## config.mk

```make
export PLATFORM = sky130hd
export DESIGN_NAME = fdiv_seq_flat
export DESIGN_NICKNAME = d
export VERILOG_FILES = /design/src/rtl/fp_pkg.sv /design/src/rtl/fdiv_seq_if.sv /design/src/rtl/fdiv_mant_div.sv /design/src/rtl/fdiv_seq.sv /design/src/flat_wrapper.sv
export SDC_FILE = /design/constraint.sdc
export NUM_CORES = 1
export LEC_CHECK = 0
export BUFFER_PORTS_ARGS = -buffer_cell sky130_fd_sc_hd__buf_2
export CORE_AREA = 2 2 106 184
export DETAILED_ROUTE_END_ITERATION = 8
export DIE_AREA = 0 0 108 186
export HOLD_SLACK_MARGIN = 0.1
export PLACE_DENSITY = 0.74
export SYNTH_ARGS = -nofsm -noshare
export SYNTH_HDL_FRONTEND = slang
export SYNTH_SLANG_ARGS = --single-unit
```

## constraint.sdc

```tcl
create_clock -name clk -period 3.5 [get_ports clk]
set_clock_uncertainty 0.05 [all_clocks]
set_input_delay 0.175 -clock clk [delete_from_list [all_inputs] [get_ports clk]]
set_output_delay 0.175 -clock clk [all_outputs]
set_load 0.02 [all_outputs]
```

## src/rtl/fp_pkg.sv

```systemverilog
// Shared IEEE-754 format helpers, operand classes and divider FSM states
// for the FP datapath (binary32/binary64, denormals flushed to zero).
package fp_pkg;

   typedef enum logic [2:0] {
      ST_IDLE,
      ST_UNPACK,
      ST_DIVIDE,
      ST_NORM,
      ST_DONE
   } fdiv_state_t;

   typedef enum logic [1:0] {
      CLS_ZERO,
      CLS_NORM,
      CLS_INF,
      CLS_NAN
   } fp_class_t;

   localparam logic [31:0] QNAN32 = 32'h7FC0_0000;
   localparam logic [63:0] QNAN64 = 64'h7FF8_0000_0000_0000;

   function automatic int exp_w(input int n);
      return (n == 64) ? 11 : 8;
   endfunction

   function automatic int man_w(input int n);
      return (n == 64) ? 52 : 23;
   endfunction

   function automatic int bias(input int n);
      return (n == 64) ? 1023 : 127;
   endfunction

   // A zero exponent is a zero regardless of fraction (denormal flush).
   function automatic fp_class_t classify(input logic exp_zero,
                                          input logic exp_ones,
                                          input logic frac_zero);
      if (exp_zero)
         return CLS_ZERO;
      if (!exp_ones)
         return CLS_NORM;
      return frac_zero ? CLS_INF : CLS_NAN;
   endfunction

endpackage

```

## src/rtl/fdiv_seq_if.sv

```systemverilog
// Start/done request bundle for the sequential FP divider.
interface fdiv_seq_if #(parameter int N = 32);

   logic         start;
   logic [N-1:0] a;
   logic [N-1:0] b;
   logic         busy;
   logic         done;
   logic [N-1:0] out;
   logic         nv;
   logic         dz;
   logic         of;
   logic         uf;

   modport master (output start, a, b,
                   input  busy, done, out, nv, dz, of, uf);

   modport slave  (input  start, a, b,
                   output busy, done, out, nv, dz, of, uf);

endinterface

```

## src/rtl/fdiv_mant_div.sv

```systemverilog
// Restoring mantissa divider: one quotient bit per step, MAN_W+4 steps
// counted down from load; last flags the final step.
module fdiv_mant_div #(
   parameter int MAN_W = 23
) (
   input  logic             clk,
   input  logic             rst_n,
   input  logic             load,
   input  logic             step,
   input  logic [MAN_W-1:0] ma,
   input  logic [MAN_W-1:0] mb,
   output logic [MAN_W+3:0] quo,
   output logic             rem_nz,
   output logic             last
);

   localparam int Q_W   = MAN_W + 4;
   localparam int CNT_W = $clog2(Q_W);
   localparam logic [CNT_W-1:0] CNT_INIT = CNT_W'(Q_W - 1);

   logic [MAN_W+1:0] rem;
   logic [MAN_W:0]   div;
   logic [CNT_W-1:0] cnt;
   logic             ge;
   logic [MAN_W+1:0] rem_sub;

   // NOTE: every always_comb output gets a default first so no path leaves it
   // unassigned, which would otherwise infer a latch.
   always_comb begin
      ge      = (rem >= {1'b0, div});
      rem_sub = rem;
      if (ge)
         rem_sub = rem - {1'b0, div};
   end

   // NOTE: state uses non-blocking assignments so all registers update from
   // pre-edge values; blocking here would create order-dependent races.
   always_ff @(posedge clk or negedge rst_n) begin
      if (!rst_n) begin
         rem <= '0;
         div <= '0;
         quo <= '0;
         cnt <= '0;
      end else if (load) begin
         rem <= {1'b0, 1'b1, ma};
         div <= {1'b1, mb};
         quo <= '0;
         cnt <= CNT_INIT;
      end else if (step) begin
         // rem_sub < div, so its top bit is always clear before the shift
         rem <= rem_sub << 1;
         quo <= {quo[Q_W-2:0], ge};
         cnt <= cnt - 1'b1;
      end
   end

   assign last   = (cnt == '0);
   assign rem_nz = |rem;

endmodule

```

## src/rtl/fdiv_seq.sv

```systemverilog
// Sequential IEEE-754 divider a/b under a start/done handshake.
// Define FDIV_RNE_EN for round-to-nearest-even; otherwise the quotient truncates.
module fdiv_seq
   import fp_pkg::*;
#(
   parameter int N = 32
) (
   input logic       clk,
   input logic       rst_n,
   fdiv_seq_if.slave bus
);

   localparam int EXP_W = exp_w(N);
   localparam int MAN_W = man_w(N);
   localparam int BIAS  = bias(N);
   localparam int E_W   = EXP_W + 2;
   localparam int Q_W   = MAN_W + 4;

   localparam logic [63:0]  QNAN_SEL = (N == 64) ? QNAN64 : {32'd0, QNAN32};
   localparam logic [N-1:0] QNAN     = QNAN_SEL[N-1:0];
   localparam logic signed [E_W-1:0] E_MAX  = E_W'((1 << EXP_W) - 1);
   localparam logic signed [E_W-1:0] E_ZERO = '0;
   localparam logic signed [E_W-1:0] E_ONE  = E_W'(1);
   localparam logic signed [E_W-1:0] E_BIAS = E_W'(BIAS);

   fdiv_state_t state, state_nxt;

   logic [N-1:0]            a_q, b_q, out_q;
   logic                    nv_q, dz_q, of_q, uf_q;
   logic signed [E_W-1:0]   e_q;

   logic [EXP_W-1:0]        ea, eb;
   logic [MAN_W-1:0]        ma, mb;
   logic                    sign_ab;
   fp_class_t               cls_a, cls_b;
   logic [N-1:0]            inf_val;

   logic                    spec_hit, spec_nv, spec_dz;
   logic [N-1:0]            spec_val;

   logic [Q_W-1:0]          quo;
   logic                    rem_nz, div_last;

   logic [Q_W-1:0]          q_al;
   logic [MAN_W:0]          mant_pre;
   logic                    rnd_up;
   logic [MAN_W+1:0]        mant_rnd;
   logic                    carry;
   logic [MAN_W-1:0]        frac;
   logic signed [E_W-1:0]   e_n, e_f;
   logic [N-1:0]            norm_val;
   logic                    norm_of, norm_uf;

   assign ea      = a_q[N-2:MAN_W];
   assign eb      = b_q[N-2:MAN_W];
   assign ma      = a_q[MAN_W-1:0];
   assign mb      = b_q[MAN_W-1:0];
   assign sign_ab = a_q[N-1] ^ b_q[N-1];
   assign cls_a   = classify(ea == '0, &ea, ma == '0);
   assign cls_b   = classify(eb == '0, &eb, mb == '0);
   assign inf_val = {sign_ab, {EXP_W{1'b1}}, {MAN_W{1'b0}}};

   always_comb begin
      spec_hit = 1'b1;
      spec_nv  = 1'b0;
      spec_dz  = 1'b0;
      spec_val = '0;
      if (cls_a == CLS_NAN || cls_b == CLS_NAN ||
          (cls_a == CLS_ZERO && cls_b == CLS_ZERO) ||
          (cls_a == CLS_INF  && cls_b == CLS_INF)) begin
         spec_val = QNAN;
         spec_nv  = 1'b1;
      end else if (cls_a == CLS_INF) begin
         spec_val = inf_val;
      end else if (cls_b == CLS_ZERO) begin
         spec_val = inf_val;
         spec_dz  = 1'b1;
      end else if (cls_a == CLS_ZERO || cls_b == CLS_INF) begin
         spec_val = {sign_ab, {(N-1){1'b0}}};
      end else begin
         spec_hit = 1'b0;
      end
   end

   fdiv_mant_div #(.MAN_W(MAN_W)) u_mant_div (
      .clk    (clk),
      .rst_n  (rst_n),
      .load   (state == ST_UNPACK && !spec_hit),
      .step   (state == ST_DIVIDE),
      .ma     (ma),
      .mb     (mb),
      .quo    (quo),
      .rem_nz (rem_nz),
      .last   (div_last)
   );

   // Quotient lies in (0.5, 2): align so the hidden bit sits at the MSB.
   always_comb begin
      q_al     = quo[Q_W-1] ? quo : {quo[Q_W-2:0], 1'b0};
      e_n      = quo[Q_W-1] ? e_q : e_q - E_ONE;
      mant_pre = q_al[Q_W-1:3];
`ifdef FDIV_RNE_EN
      rnd_up   = q_al[2] & (q_al[1] | q_al[0] | rem_nz | mant_pre[0]);
`else
      rnd_up   = 1'b0;
`endif
      mant_rnd = {1'b0, mant_pre} + {{(MAN_W+1){1'b0}}, rnd_up};
      carry    = mant_rnd[MAN_W+1];
      frac     = carry ? mant_rnd[MAN_W:1] : mant_rnd[MAN_W-1:0];
      e_f      = e_n + $signed({{(E_W-1){1'b0}}, carry});
      norm_of  = 1'b0;
      norm_uf  = 1'b0;
      norm_val = {sign_ab, e_f[EXP_W-1:0], frac};
      if (e_f >= E_MAX) begin
         norm_val = inf_val;
         norm_of  = 1'b1;
      end else if (e_f <= E_ZERO) begin
         norm_val = {sign_ab, {(N-1){1'b0}}};
         norm_uf  = 1'b1;
      end
   end

`ifndef FDIV_RNE_EN
   logic unused_grs;
   assign unused_grs = ^{q_al[2:0], rem_nz};
`endif

   always_comb begin
      state_nxt = state;
      unique case (state)
         ST_IDLE:   if (bus.start) state_nxt = ST_UNPACK;
         ST_UNPACK: state_nxt = spec_hit ? ST_DONE : ST_DIVIDE;
         ST_DIVIDE: if (div_last) state_nxt = ST_NORM;
         ST_NORM:   state_nxt = ST_DONE;
         ST_DONE:   state_nxt = ST_IDLE;
         default:   state_nxt = ST_IDLE;
      endcase
   end

   always_ff @(posedge clk or negedge rst_n) begin
      if (!rst_n)
         state <= ST_IDLE;
      else
         state <= state_nxt;
   end

   always_ff @(posedge clk or negedge rst_n) begin
      if (!rst_n) begin
         a_q   <= '0;
         b_q   <= '0;
         e_q   <= '0;
         out_q <= '0;
         nv_q  <= 1'b0;
         dz_q  <= 1'b0;
         of_q  <= 1'b0;
         uf_q  <= 1'b0;
      end else begin
         if (state == ST_IDLE && bus.start) begin
            a_q <= bus.a;
            b_q <= bus.b;
         end
         if (state == ST_UNPACK) begin
            e_q <= $signed({2'b00, ea}) - $signed({2'b00, eb}) + E_BIAS;
            if (spec_hit) begin
               out_q <= spec_val;
               nv_q  <= spec_nv;
               dz_q  <= spec_dz;
               of_q  <= 1'b0;
               uf_q  <= 1'b0;
            end
         end
         if (state == ST_NORM) begin
            out_q <= norm_val;
            nv_q  <= 1'b0;
            dz_q  <= 1'b0;
            of_q  <= norm_of;
            uf_q  <= norm_uf;
         end
      end
   end

   assign bus.busy = (state != ST_IDLE);
   assign bus.done = (state == ST_DONE);
   assign bus.out  = out_q;
   assign bus.nv   = nv_q;
   assign bus.dz   = dz_q;
   assign bus.of   = of_q;
   assign bus.uf   = uf_q;

endmodule

```

## src/flat_wrapper.sv

```systemverilog
// flat-port wrapper written by rule: the top's interface ports become plain ports
module fdiv_seq_flat import fp_pkg::*;
#(
   parameter int N = 32
)
  (clk, rst_n, bus_start, bus_a, bus_b, bus_busy, bus_done, bus_out, bus_nv, bus_dz, bus_of, bus_uf);
  fdiv_seq_if #(.N(N)) bus_i ();
  input logic clk;
  input logic rst_n;
  input wire logic [$bits(bus_i.start)-1:0] bus_start;
  input wire logic [$bits(bus_i.a)-1:0] bus_a;
  input wire logic [$bits(bus_i.b)-1:0] bus_b;
  output wire logic [$bits(bus_i.busy)-1:0] bus_busy;
  output wire logic [$bits(bus_i.done)-1:0] bus_done;
  output wire logic [$bits(bus_i.out)-1:0] bus_out;
  output wire logic [$bits(bus_i.nv)-1:0] bus_nv;
  output wire logic [$bits(bus_i.dz)-1:0] bus_dz;
  output wire logic [$bits(bus_i.of)-1:0] bus_of;
  output wire logic [$bits(bus_i.uf)-1:0] bus_uf;
  assign bus_i.start = bus_start;
  assign bus_i.a = bus_a;
  assign bus_i.b = bus_b;
  assign bus_busy = bus_i.busy;
  assign bus_done = bus_i.done;
  assign bus_out = bus_i.out;
  assign bus_nv = bus_i.nv;
  assign bus_dz = bus_i.dz;
  assign bus_of = bus_i.of;
  assign bus_uf = bus_i.uf;
  fdiv_seq #(.N(N)) u_core (.clk(clk), .rst_n(rst_n), .bus(bus_i));
endmodule
```

# After elaboration in Yosys (flattened, before gate mapping)
# Cells that the tools add are included.
# word_totals
ff_bits	194
latchBits	0
ramBits	0
mem_bits_ro	0
inputBits	67
output_inout_bits	38
word_cells	116
memories	0
# op_classes
add_sub_neg	5
mul	0
div	0
magnitude_cmp	3
eq_ne	10
n_shift	0
n_mux	59
n_bitwise	1
n_reduce_logical	25
# ops
op	n
2-to-1 mux 32 bit	7
2-to-1 mux 31 bit	2
2-to-1 mux 27 bit	2
2-to-1 mux 25 bit	2
logical NOT 23 bit	2
2-to-1 mux 1 bit	29
2-to-1 mux 26 bit	1
>= comparator 25 x 24 -> 1 bit	1
2-to-1 mux 24 bit	1
subtractor 24 bit	1
logical NOT 8 bit	2
2-to-1 mux 2 bit	8
AND reduction 8 bit	2
one-hot mux 3 bit (4 select lines)	1
adder 10 x 8 -> 10 bit (second input constant)	1
>= comparator 10 x 9 -> 1 bit (second input constant)	1
<= comparator 10 x 1 -> 1 bit (second input constant)	1
2-to-1 mux 10 bit	1
2-to-1 mux 5 bit	2
subtractor 10 x 2 -> 10 bit (second input constant)	1
2-to-1 mux 3 bit	3
subtractor 8 x 8 -> 9 bit	1
== test 2 bit (second input constant)	4
== test 3 x 2 -> 1 bit (second input constant)	2
15 further kinds	25

# Longest topological paths before layout
# depth
word_depth	14
ltp_mapped	14

# Hierarchy
# A second synthesis with hierarchy kept.
# unflattened
cells_unflattened	1035
hier_area_um2	10671.5
# by_module_without_submodules
module	n_inst	cells_each	area_per_inst_um2	seq_area_each_um2
fdiv_seq	1	502	5703.0	2827.7
fdiv_mant_div	1	533	4968.5	2026.9

# Least setup slack after synthesis
# Ideal clock, no wire load.
# synth_timing
kind	register to register
start	register u_core.u_mant_div.rem[10]
end	register u_core.u_mant_div.rem[1]
t_arrival_ps	2804
t_required_ps	3373
path_slack_ps	568
path_stages_with_launch	12
path_buffers	1
cell_sequence	dfrtp_1 -> ha_1 -> a21o_1 -> a31o_1 -> a41oi_2 -> nand2_1 -> a41o_1 -> a311o_1 -> a41oi_2 -> buf_6 -> mux2_1 -> a21oi_1
# synth_via
elab_chain_cells	4
# synth_rtl
element	line_no	rtl
from (decl)	fdiv_mant_div.sv:21	logic [MAN_W+1:0] rem;
from (signal assigned)	fdiv_mant_div.sv:45	rem <= {1'b0, 1'b1, ma};
from (signal assigned)	fdiv_mant_div.sv:51	rem <= rem_sub << 1;
>= comparator 25 x 24 -> 1 bit	fdiv_mant_div.sv:30	ge = (rem >= {1'b0, div});
2-to-1 mux 24 bit	fdiv_mant_div.sv:32	if (ge)
2-to-1 mux 25 bit	fdiv_mant_div.sv:49	end else if (step) begin
2-to-1 mux 25 bit	fdiv_mant_div.sv:44	end else if (load) begin
# Every way passes these cells. The select of a mux whose other input is x is not followed.
# A chain may end at the register's enable or synchronous reset.

# Worst setup path after layout
# layout_timing
start	register u_core.u_mant_div.rem[3]
end	register u_core.u_mant_div.rem[2]
# Same word-level chain as after synthesis.

==> summary.md <==
| Metric | Value |
|---|---|
| Avg WL per Cell | 17.47 microns |
| Layout Utilization | 65.13% |
| Pin count of the biggest net entering global routing | 108 |
| IO Port Bufs | 104 |
| CP max stage delay | 0.41 ns |
| Worst vdd ir | 638.0 uV |
| Post-synthesis compound-gate area fraction | 13.29% |
| H-tree depth | 4 |
| Vias per cell | 5.676 |
| Post-synth EDFFs | 0 |
| Post-Synth Simple-Gate Area | 15.30% |
| Post-CTS Setup Bufs | 0 |
| CORE AREA | 18580 sq um |
| Crit-path slowest cell | dfrtp_1 |
| GRT Total Usage | 26.19% |
| Overall die height | 186 microns |
| RSZ-0062 raised after global routing | false |
| ANT nets after route | 0 |
| Post-route cell area | 12100 sq um |
| WP data arrival | 3.64 ns |
| Mean Syn Cell Area | 9.818 sq um |
| Final period util | 94.86% |
| Fin cells | 1433 |
| Syn-to-layout area delta | 20.37% |
| Final-stage net count | 1285 |
| Reg2Reg Depth | 10 |
| R2r startpoint | u_core.u_mant_div.rem[3] |
| First-pass GRT wire length | 40480 microns |
| Post-synthesis sequential area ratio | 48.29% |
| Pins Over Slew Limit | 0 |
| Total Power | 12.51 mW |
| Synth top area share | 48.29% |
| Crit Path Max Fanout | 11 |
| Initial DRT Pass Iterations | 5 |
| Die W | 108 microns |
| Row cnt | 66 |
| DRT Wirelength | 25040 microns |
| Clock Path Buffers | 2 |
| Antenna violations before repair | 2 |
| Synth Cell Area | 10050 sq um |
| Layout cell share with drive strength beyond 1 | 18.52% |
| Crit end category | flop |
| Final Hold Fails | 0 |
| Vias in the first global route | 8333 |
| Fin Hold WS | 0.1650 ns |
| Die ar. | 20090 sq um |
| Overflow after GRT | 0 |
| PnR worst setup slack | 0.1798 ns |
| Setup TNS | 0 ns |
| HP Class | primary input to async pin |
| Post-synthesis mux area share | 10.68% |
| Iter 0 DRT Violations | 386 |
| Syn. warnings | 0 |
| Dpl cell area | 10850 sq um |
| Via count | 8133 |
| DRC Markers | 0 |
| Crit path launch type | flop |
| CTS tree | yes |
| Measured slew at the worst slew-check pin | 0.7239 ns |
| Root Driver | clkbuf_16 |
| Fmax achieved | 0.3012 GHz |
| Crit path cell chain | ha_1 -> a21o_1 -> a211oi_2 -> a31oi_1 -> a41o_1 -> a311o_1 -> a41oi_2 -> buf_12 -> mux2_1 -> a21oi_1 |
| Finish-stage setup viols | 0 |
| Kind of critical path | flop to flop |
| Ys flop type | dfrtp_1 |
| Min Tclk post-route | 3.320 ns |
| Worst-Skew Late Latency | 0.44 ns |
| CTS Buf Count | 17 |
| Pwr/cell area | 1034 nW/um^2 |
| Initial core utilization | 54.11% |
| Status | finished clean |
| Final HPWL from detailed placement | 16960 microns |
| Reg2Reg Capture Point | u_core.u_mant_div.rem[2] |
| Post-Place Setup Slack | 0.1855 ns |
| Slew margin rel. | 51.30% |
| Post-Syn Instances | 1024 |
| FF+latch count, synth | 194 |
| Fill cells | 1507 |
| Post-synthesis xor/xnor area fraction | 3.659% |
| Clock transition at the registers of the reported paths | 0.07 ns |
| Synth Area in Adders | 4.879% |
| Setup crit start | u_core.u_mant_div.rem[3] |
| Required @ worst endpoint | 3.82 ns |
| Syn nets | 1129 |
| CTS Sinks | 194 |
| Inst Count DP | 1333 |
| Synth area leader | dfrtp_1 |
| Multi-input combinational cell area | 4833 sq um |
| Area contributors post-synth | dfrtp_1 48%, mux2_2 6.3%, nand2_1 6.0% |
| FF/Latch Area | 4855 sq um |
| RePlAce Congestion | 0.9282 |
| Post-synth ARST share | 100.0% |
| Leakage | 5.452 nW |
| Max Cap Violations | 0 |
| # IOs | 105 |
| Main combinational cell family by area after synthesis | simple AND/OR/NAND/NOR gates |
| Reg2reg setup slack | 0.18 ns |
| CP endpoint | u_core.u_mant_div.rem[2] |
| Distinct cells, synth | 63 |
## placed cells by master (no fill, tap or decap), types with 7 or more instances in the layout
| master | count |
|---|---|
| o31ai_1 | 7 |
| dlygate4sd3_1 | 66 |
| buf_4 | 11 |
| ha_1 | 36 |
| nor4_1 | 21 |
| xnor2_1 | 23 |
| clkbuf_16 | 17 |
| mux2i_1 | 42 |
| o21ai_1 | 9 |
| o22ai_1 | 13 |
| a31oi_1 | 11 |
| inv_1 | 46 |
| nand3_1 | 36 |
| nand2b_1 | 8 |
| a21oi_1 | 45 |
| buf_2 | 103 |
| nand4_1 | 9 |
| xor2_1 | 19 |
| a21o_1 | 9 |
| nor2b_1 | 11 |
| a22oi_1 | 7 |
| nor3_1 | 9 |
| nand2_1 | 161 |
| mux2_2 | 56 |
| nor2_1 | 46 |
| dfrtp_1 | 194 |
| o21ai_0 | 85 |
## where the power goes
group	switching, mW	leakage [nW]	total, mW	internal (mW)
logic	3.74	2.76	6.65	2.91
registers	0.775	2.41	3.93	3.15
clock network	0.907	0.279	1.93	1.02
total	5.42	5.45	12.5	7.09
## repair_timing
item | in CTS | in global routing
hold buffers | 66 | 0
resized for setup | 0 | 1
endpoints found under the hold margin | 127 | 0
endpoints found under the setup margin | 0 | 13
## per-layer routing
| layer | GRT usage, % | wire [microns] |
|---|---|---|
| met5 | 0 | 0 |
| met4 | 18.41 | 1748 |
| met3 | 3.326 | 752 |
| met2 | 47.90 | 13310 |
| met1 | 27.14 | 9224 |
## cell usage after synthesis, types with 13 or more instances
cell,number
ha_1,36
xnor2_1,23
mux2_2,56
clkbuf_1,39
nor4_1,21
o21ai_0,86
nor2_1,49
nand3_1,36
dfrtp_1,194
mux2i_1,42
nand2_1,161
a21oi_1,45
o22ai_1,13
xor2_1,19
inv_1,46
## registers in the layout (all words and copies together) (netlist names)
name	count
u_core.a_q	32
u_core.b_q	32
u_core.bus.out	32
u_core.u_mant_div.quo	27
u_core.u_mant_div.rem	25
u_core.u_mant_div.div	24
u_core.e_q	10
u_core.u_mant_div.cnt	5
u_core.state	3
u_core.bus.dz	1
u_core.bus.nv	1
u_core.bus.of	1
u_core.bus.uf	1
## worst max-delay path: cells and delay by family, from the launching register on
family                     cells  cell delay [ns]
DFF                            1             0.41
buffers and inverters          1             0.20
muxes                          1             0.32
adders and majority gates      1             0.37
AOI/OAI and AO/OA              7             1.90
## logic make-up after synthesis
| kind of cell | Yosys count |
|---|---|
| buf+inv | 94 |
| mux | 100 |
| compound gates | 222 |
| xor+xnor | 42 |
| fa+ha+maj | 38 |
| flops | 194 |
| simple gates | 334 |
## area by class of cell
cell class	count	share of cell area (%)
repair buffers	185	11.18
inverters	46	1.427
multi-input cells	736	39.94
well taps	238	2.461
flip-flops and latches	194	40.12
diodes	2	0.04136
clock inverters	14	1.210
clock buffers	18	3.629
## worst min-delay path by stage
stage / from / end / slack [ns]
2_1_floorplan: rst_n / u_core.a_q[0] / -0.17
3_3_place_gp: rst_n / u_core.b_q[6] / 0.06
3_5_place_dp: rst_n / u_core.b_q[4] / 0.07
4_1_cts: rst_n / u_core.b_q[11] / 0.17
5_1_grt: rst_n / u_core.b_q[11] / 0.18
6_report: rst_n / u_core.b_q[6] / 0.16
No activity file was read; power rests on OpenSTA's default activity.
